$ cat src/rtl/nec_ir_tx.sv
// NEC infrared transmitter.
// Accepts an address/command pair or a repeat request while idle. It then
// emits one NEC frame two ways: as a pulse-distance envelope (o_ir_env), and
// as the same envelope gated by a 38 kHz carrier (o_ir_tx) to drive the LED.
// All outputs are registered. State and envelope change only on unit edges.
module nec_ir_tx #(
  parameter int TICK_CYCLES  = 28125,  // clk cycles per 562.5 us NEC unit
  parameter int CARRIER_HALF = 658     // clk cycles per carrier half-period
) (
  input  logic       clk,
  input  logic       rst,       // asynchronous, active-low
  input  logic       i_valid,
  input  logic [7:0] i_addr,
  input  logic [7:0] i_cmd,
  input  logic       i_repeat,
  output logic       o_busy,
  output logic       o_done,
  output logic       o_ir_env,
  output logic       o_ir_tx
);

  localparam int TW = $clog2(TICK_CYCLES + 1);
  localparam int CW = $clog2(CARRIER_HALF + 1);
  localparam logic [TW-1:0] TICK_LAST = TW'(TICK_CYCLES - 1);
  localparam logic [CW-1:0] CAR_LAST  = CW'(CARRIER_HALF - 1);

  typedef enum logic [2:0] {
    S_IDLE,
    S_LEAD_MARK,
    S_LEAD_SPACE,
    S_BIT_MARK,
    S_BIT_SPACE,
    S_REP_SPACE,
    S_STOP_MARK
  } state_t;

  state_t          state;
  logic [TW-1:0]   tick_cnt;    // cycle position inside the current unit
  logic [4:0]      units_left;  // units still to run in the current state
  logic [CW-1:0]   car_cnt;     // cycle position inside a carrier half-period
  logic [4:0]      bit_idx;     // word bit being sent, LSB first
  logic [31:0]     word;        // {~cmd, cmd, ~addr, addr}
  logic            rep;         // latched repeat request

  logic unit_end;
  logic last_unit;
  logic car_wrap;

  assign unit_end  = (tick_cnt == TICK_LAST);
  assign last_unit = (units_left == 5'd1);
  assign car_wrap  = (car_cnt == CAR_LAST);

  // Frame sequencer, unit timer, carrier generator and registered outputs.
  // NOTE: all state here uses non-blocking assignments so every register
  // samples pre-edge values. A later assignment to the same register in this
  // block (e.g. reloading the carrier when a mark begins) overrides an earlier
  // one.
  always_ff @(posedge clk or negedge rst) begin
    if (!rst) begin
      state      <= S_IDLE;
      tick_cnt   <= '0;
      units_left <= '0;
      car_cnt    <= '0;
      bit_idx    <= '0;
      word       <= '0;
      rep        <= 1'b0;
      o_busy     <= 1'b0;
      o_done     <= 1'b0;
      o_ir_env   <= 1'b0;
      o_ir_tx    <= 1'b0;
    end else begin
      o_done <= 1'b0;
      case (state)
        S_IDLE: begin
          if (i_valid) begin
            word       <= {~i_cmd, i_cmd, ~i_addr, i_addr};
            rep        <= i_repeat;
            state      <= S_LEAD_MARK;
            units_left <= 5'd16;
            tick_cnt   <= '0;
            bit_idx    <= '0;
            car_cnt    <= '0;
            o_busy     <= 1'b1;
            o_ir_env   <= 1'b1;
            o_ir_tx    <= 1'b1;
          end
        end

        default: begin
          // The carrier runs freely for the whole of a mark, across unit edges.
          if (o_ir_env) begin
            if (car_wrap) begin
              car_cnt <= '0;
              o_ir_tx <= ~o_ir_tx;
            end else begin
              car_cnt <= car_cnt + CW'(1);
            end
          end

          if (!unit_end) begin
            tick_cnt <= tick_cnt + TW'(1);
          end else begin
            tick_cnt <= '0;
            if (!last_unit) begin
              units_left <= units_left - 5'd1;
            end else begin
              case (state)
                S_LEAD_MARK: begin
                  state      <= rep ? S_REP_SPACE : S_LEAD_SPACE;
                  units_left <= rep ? 5'd4 : 5'd8;
                  o_ir_env   <= 1'b0;
                  o_ir_tx    <= 1'b0;
                end
                S_LEAD_SPACE: begin
                  state      <= S_BIT_MARK;
                  units_left <= 5'd1;
                  car_cnt    <= '0;
                  o_ir_env   <= 1'b1;
                  o_ir_tx    <= 1'b1;
                end
                S_BIT_MARK: begin
                  // A '1' is a long space, a '0' is a short one.
                  state      <= S_BIT_SPACE;
                  units_left <= word[bit_idx] ? 5'd3 : 5'd1;
                  o_ir_env   <= 1'b0;
                  o_ir_tx    <= 1'b0;
                end
                S_BIT_SPACE: begin
                  if (bit_idx == 5'd31) begin
                    state <= S_STOP_MARK;
                  end else begin
                    state   <= S_BIT_MARK;
                    bit_idx <= bit_idx + 5'd1;
                  end
                  units_left <= 5'd1;
                  car_cnt    <= '0;
                  o_ir_env   <= 1'b1;
                  o_ir_tx    <= 1'b1;
                end
                S_REP_SPACE: begin
                  state      <= S_STOP_MARK;
                  units_left <= 5'd1;
                  car_cnt    <= '0;
                  o_ir_env   <= 1'b1;
                  o_ir_tx    <= 1'b1;
                end
                S_STOP_MARK: begin
                  state    <= S_IDLE;
                  o_busy   <= 1'b0;
                  o_done   <= 1'b1;
                  o_ir_env <= 1'b0;
                  o_ir_tx  <= 1'b0;
                end
                default: begin
                  state    <= S_IDLE;
                  o_busy   <= 1'b0;
                  o_ir_env <= 1'b0;
                  o_ir_tx  <= 1'b0;
                end
              endcase
            end
          end
        end
      endcase
    end
  end

endmodule

$ cat config.mk
export PLATFORM = sky130hd
export DESIGN_NAME = nec_ir_tx
export DESIGN_NICKNAME = d
export VERILOG_FILES = /design/src/rtl/nec_ir_tx.sv
export SDC_FILE = /design/constraint.sdc
export NUM_CORES = 1
export LEC_CHECK = 0
export ABC_CLOCK_PERIOD_IN_PS = 3100
export BUFFER_PORTS_ARGS = -buffer_cell sky130_fd_sc_hd__buf_4
export CORE_MARGIN = 1
export CORE_UTILIZATION = 45
export DETAILED_ROUTE_END_ITERATION = 6
export GPL_TIMING_DRIVEN = 0
export SKIP_LAST_GASP = 1
export SLEW_MARGIN = 40
export SYNTH_ARGS = -nofsm -noshare
export SYNTH_HDL_FRONTEND = slang
export SYNTH_SLANG_ARGS = --single-unit
$ cat constraint.sdc
create_clock -name clk -period 3.1 [get_ports clk]
set_input_delay 0.155 -clock clk [delete_from_list [all_inputs] [get_ports clk]]
set_output_delay 0.155 -clock clk [all_outputs]
set_load 0.005 [all_outputs]
Yosys cells after proc, flatten, opt, wreduce, memory -nomap -nowiden
Cells that the tools add are included.

word-level totals
  register bits = 75
  word-level logic and storage cells = 94

operators by class
  add/sub/neg operators = 4
  $lt $le $gt $ge = 1
  eq/ne operators = 14
  muxes and demuxes = 50
  bitwise operators = 3
  reductions and logical operators = 11

operators with widths
  cell                                                number
  two-way mux 10 bit                                  7
  two-way mux 5 bit                                   10
  two-way mux 15 bit                                  3
  two-way mux 1 bit                                   19
  two-way mux 3 bit                                   6
  NOT 8 bit                                           2
  adder 15 x 1 -> 15 bit, second input constant       1
  == test 15 bit, second input constant               1
  one-hot mux 3 bit (5 select lines)                  1
  one-hot mux 5 bit (3 select lines)                  1
  adder 10 x 1 -> 10 bit, second input constant       1
  == test 10 bit, second input constant               1
  == test 3 bit, second input constant                3
  == test 3 x 2 -> 1 bit, second input constant       2
  < comparator 5 x 6 -> 1 bit, second input constant  1
  AND reduction 3 bit                                 2
  nonzero test 2 bit                                  3
  adder 5 x 1 -> 5 bit, second input constant         1
  binary-select mux 1 bit (select 5 bit)              1
  == test 5 x 1 -> 1 bit, second input constant       1
  == test 5 bit, second input constant                1
  != test 5 x 2 -> 1 bit, second input constant       1
  AND reduction 5 bit                                 1
  OR reduction 5 bit                                  1
  11 further kinds                                    12

Depth between registers and ports, before layout
  depth in word-level cells = 7
  depth in mapped cells = 8

Least setup slack after synthesis
OpenSTA, ideal clock, no wires.

  path type = register to register
  from = reg bit_idx[0]
  to = reg units_left[1]
  setup time = 0.128 ns
  arrival time = 1.875 ns
  setup slack = 1.096 ns
  stages on the path, launching flop included = 7
  clock period less this slack = 2.004 ns
  path through = dfrtp_1 -> buf_2 -> mux4_2 -> or4b_2 -> nand4_1 -> a211o_1 -> o21ai_0

between the ends
  word-level cells in the longest chain between the ends = 7

RTL lines
  item                                     RTL line  source
  start, declared                          41        logic [4:0] bit_idx;
  start signal, assigned                   133       bit_idx <= bit_idx + 5'd1;
  binary-select mux 1 bit (select 5 bit)   124       units_left <= word[bit_idx] ? 5'd3 : 5'd1;
  two-way mux 1 bit (not written as such)  124
  two-way mux 2 bit                        124
  one-hot mux 5 bit (3 select lines)       107       case (state)
  two-way mux 5 bit                        104       if (!last_unit) begin
  two-way mux 5 bit                        100       if (!unit_end) begin
  two-way mux 5 bit                        73        case (state)
  end signal, assigned                     105       units_left <= units_left - 5'd1;
  end signal, assigned                     110       units_left <= rep ? 5'd4 : 5'd8;
  end signal, assigned                     124
  end, declared                            39        logic [4:0] units_left;

Every way passes these cells. The select of a mux whose other input is x is not followed.
A chain may end at the register's enable or synchronous reset.

Final worst setup path
  from = reg units_left[1]
  to = reg bit_idx[1]

between the ends
  word-level cells in the longest chain between the ends = 3

RTL lines
  item                                  RTL line  source
  == test 5 x 1 -> 1 bit                50        assign last_unit = (units_left == 5'd1);
  nonzero test 2 bit (no source line)   -
  AND reduction 5 bit (no source line)  -

Every way passes these cells.

==> results_dict.tcl <==
set metrics [dict create \
    status "finished, final reports clean" \
    ant_nets 0 \
    ys_warn_count 0 \
    peakVddDrop_mv 0.2273 \
    vias_per_cell 5.718 \
    skew_ns 0.007313 \
    netlist_area_um2 3955 \
    critPathRequiredTime_ns 3.39 \
    synth-main-ff-cell "dfrtp_1" \
    die_x_um 95.75 \
    critical_path_buf_inv_count 2 \
    r2r_cells 7 \
    setup_ws_ns 0.7437 \
    slew_headroom_pct 53.29 \
    cts_tree "done" \
    yosys.cell_types.count 54 \
    grt_pass1_wl_um 14520 \
    grt_pass1_vias 3012 \
    worstHoldPathCells 3 \
    cts.path.max_buffers 2 \
    io_buffer_count 23 \
    layout-drive-gt1-share_pct 18.08 \
    ctsHtreeMaxLevel 3 \
    grt_overflow 0 \
    synth_area_per_cell_um2 10.06 \
    critPathCaptureType "register" \
    crit_type "register to register" \
    finalCritPeriodShare_pct 76.01 \
    arrival_ns 2.64 \
    synth_nets 421 \
    final_hold_viol_count 0 \
    hold_class "input pin to register" \
    grt_max_degree 76 \
    crit_slowest_cell "nor4b_2" \
    slowest_delay_ns 0.47 \
    cts_setup_buffers 0 \
    cts_buffers 9 \
    core-area_um2 8341 \
    hpwlAfterDp_um 5682 \
    cp_num_cells 7 \
    final_nets 472 \
    clk_pin_slew_ns 0.08 \
    cts_root_buffer "clkbuf_8" \
    layout.cells.most_common "dfrtp_1" \
    final_cell_mix "dfrtp_1, a21oi_1, o21ai_0" \
    final.min_clock_period_ns 2.356 \
    dp_worst_setup_slack_ns 0.7374 \
    post-route-cell-area_um2 4624 \
    max_clock_freq_mhz 424.4 \
    ys_ff_latch 75 \
    drc_errors 0 \
    p_leak_nw 2.129 \
    routedWlPerCell_um 15.49 \
    tightest_slew_ns 0.7006 \
    p_total_mw 1.787 \
    rsz0062_at_grt "no" \
    setup_viol 0 \
    synth-edff-count 0 \
    critPathLaunchType "register" \
    final_util_pct 55.45 \
    clk_latency_ns 0.35 \
    cts.sinks 75 \
    die_area_um2 9168 \
    dieHeight_um 95.75 \
    drt-pass1-iter-count 4 \
    ys_seq_area_share_pct 47.45 \
    placed_area_um2 4263 \
    wirelength_um 8564 \
    ys_async_sr_fraction_pct 100.0 \
    slew_violations 0 \
    gp_congestion 0.7998 \
    grt.total_usage_pct 20.72 \
    io_pins 24 \
    antenna_cells 0 \
    crit_fanout 10 \
    vias 3162 \
    cts_resized 0 \
    num-fill-cells 789 \
    pwr_density_cell_nw_per_um2 386.4 \
    start_util_pct 47.42 \
    area_delta_synth_final_pct 16.93 \
    critPathTopFamily "simple AND/OR/NAND/NOR gates" \
    tns_ns 0 \
    cap_violations 0 \
    antenna_found_initial 0 \
    drtIter0Drc 161 \
    syn_inst 393 \
    worstPathCellList "inv_1, ha_1, nor4b_2, clkbuf_1, a31oi_1, or3_1, nand3_1" \
    fp-row-count 33 \
]
[cell usage after synthesis (all sizes together), types with 6 or more instances]
library cell	count	share of area [%]
o21ai	29	3.7
or3	8	1.3
clkbuf	7	0.66
nand3	20	2.7
a31oi	13	2.2
nor3	9	1.4
nand4	6	0.95
a21oi	32	4.0
ha	8	2.5
nand2	27	2.6
nand2b	6	0.95
dfrtp	75	47
buf	16	2.1
inv	18	1.7
mux2i	14	3.5
nor2	26	2.5
mux2	17	4.8
[routing by layer]
layer  wire length [µm]  vias up  track usage (%)
met1               4109     1550            28.27
met2               4088       54            33.27
li1                   -     1550                -
met4                109        0            6.592
met5                  0        -                0
met3                257        8            4.107
[stage by stage]
step | std cells | hold WS [ns]
after global placement | 521 | 0.3322
after global routing | 553 | 0.03565
final | 553 | 0.03466
after CTS | 553 | 0.01830
after detailed placement | 521 | 0.2314
after floorplan | 393 | -0.1406
[layout make-up]
cell class	instances	area, µm²	share of cell area [%]
inverters	18	67.56	1.461
multi-input cells	277	1902	41.13
plain buffers	23	108.9	2.354
clock buffers	10	137.6	2.976
clock inverters	5	53.80	1.163
repair buffers	40	346.6	7.495
flip-flops and latches	75	1877	40.58
well taps	105	131.4	2.841
[registers in the layout, indices dropped and copies added (netlist names)]
name and cells:
bit_idx 5, car_cnt 10, o_busy 1, o_done 1, o_ir_env 1, o_ir_tx 1, rep 1, state 3
tick_cnt 15, units_left 5, word 32
[final timing paths]
check                                   start       endpoint  slack (ns)
worst max-delay path            units_left[1]     bit_idx[1]        0.74
worst min-delay path                 i_repeat            rep        0.03
worst max register to register  units_left[1]     bit_idx[1]        0.74
worst min register to register       word[23]       word[23]        0.51
max in group asynchronous                 rst  units_left[4]        2.22
min in group asynchronous                 rst    tick_cnt[6]        0.38
[tightest hold or removal path, stage by stage]
cell     delay (ns)
buf_4          0.09
nand2_1        0.05
o21ai_0        0.06
[cells by family (layout without fill, tap and decap cells)]
group	count (synthesis)	in the layout	synth area share (%)
buf+inv	41	96	4.461
simple gates	124	124	17.08
compound gates	107	107	16.80
flops	75	75	47.45
xor+xnor	2	2	0.4430
mux	36	36	11.23
fa+ha+maj	8	8	2.531
[repair_timing]
| action | in CTS | in global routing |
|---|---|---|
| hold buffers | 17 | 0 |
| endpoints found under the setup margin | 0 | 0 |
| endpoints found under the hold margin | 91 | 0 |
[power by group]
group / leakage, nW / internal [mW] / switching, mW
registers: 0.904 / 0.978 / 0.000561
clock network: 0.102 / 0.387 / 0.359
logic: 1.12 / 0.0316 / 0.0307
Note: power is estimated with default switching activity, not from simulation.
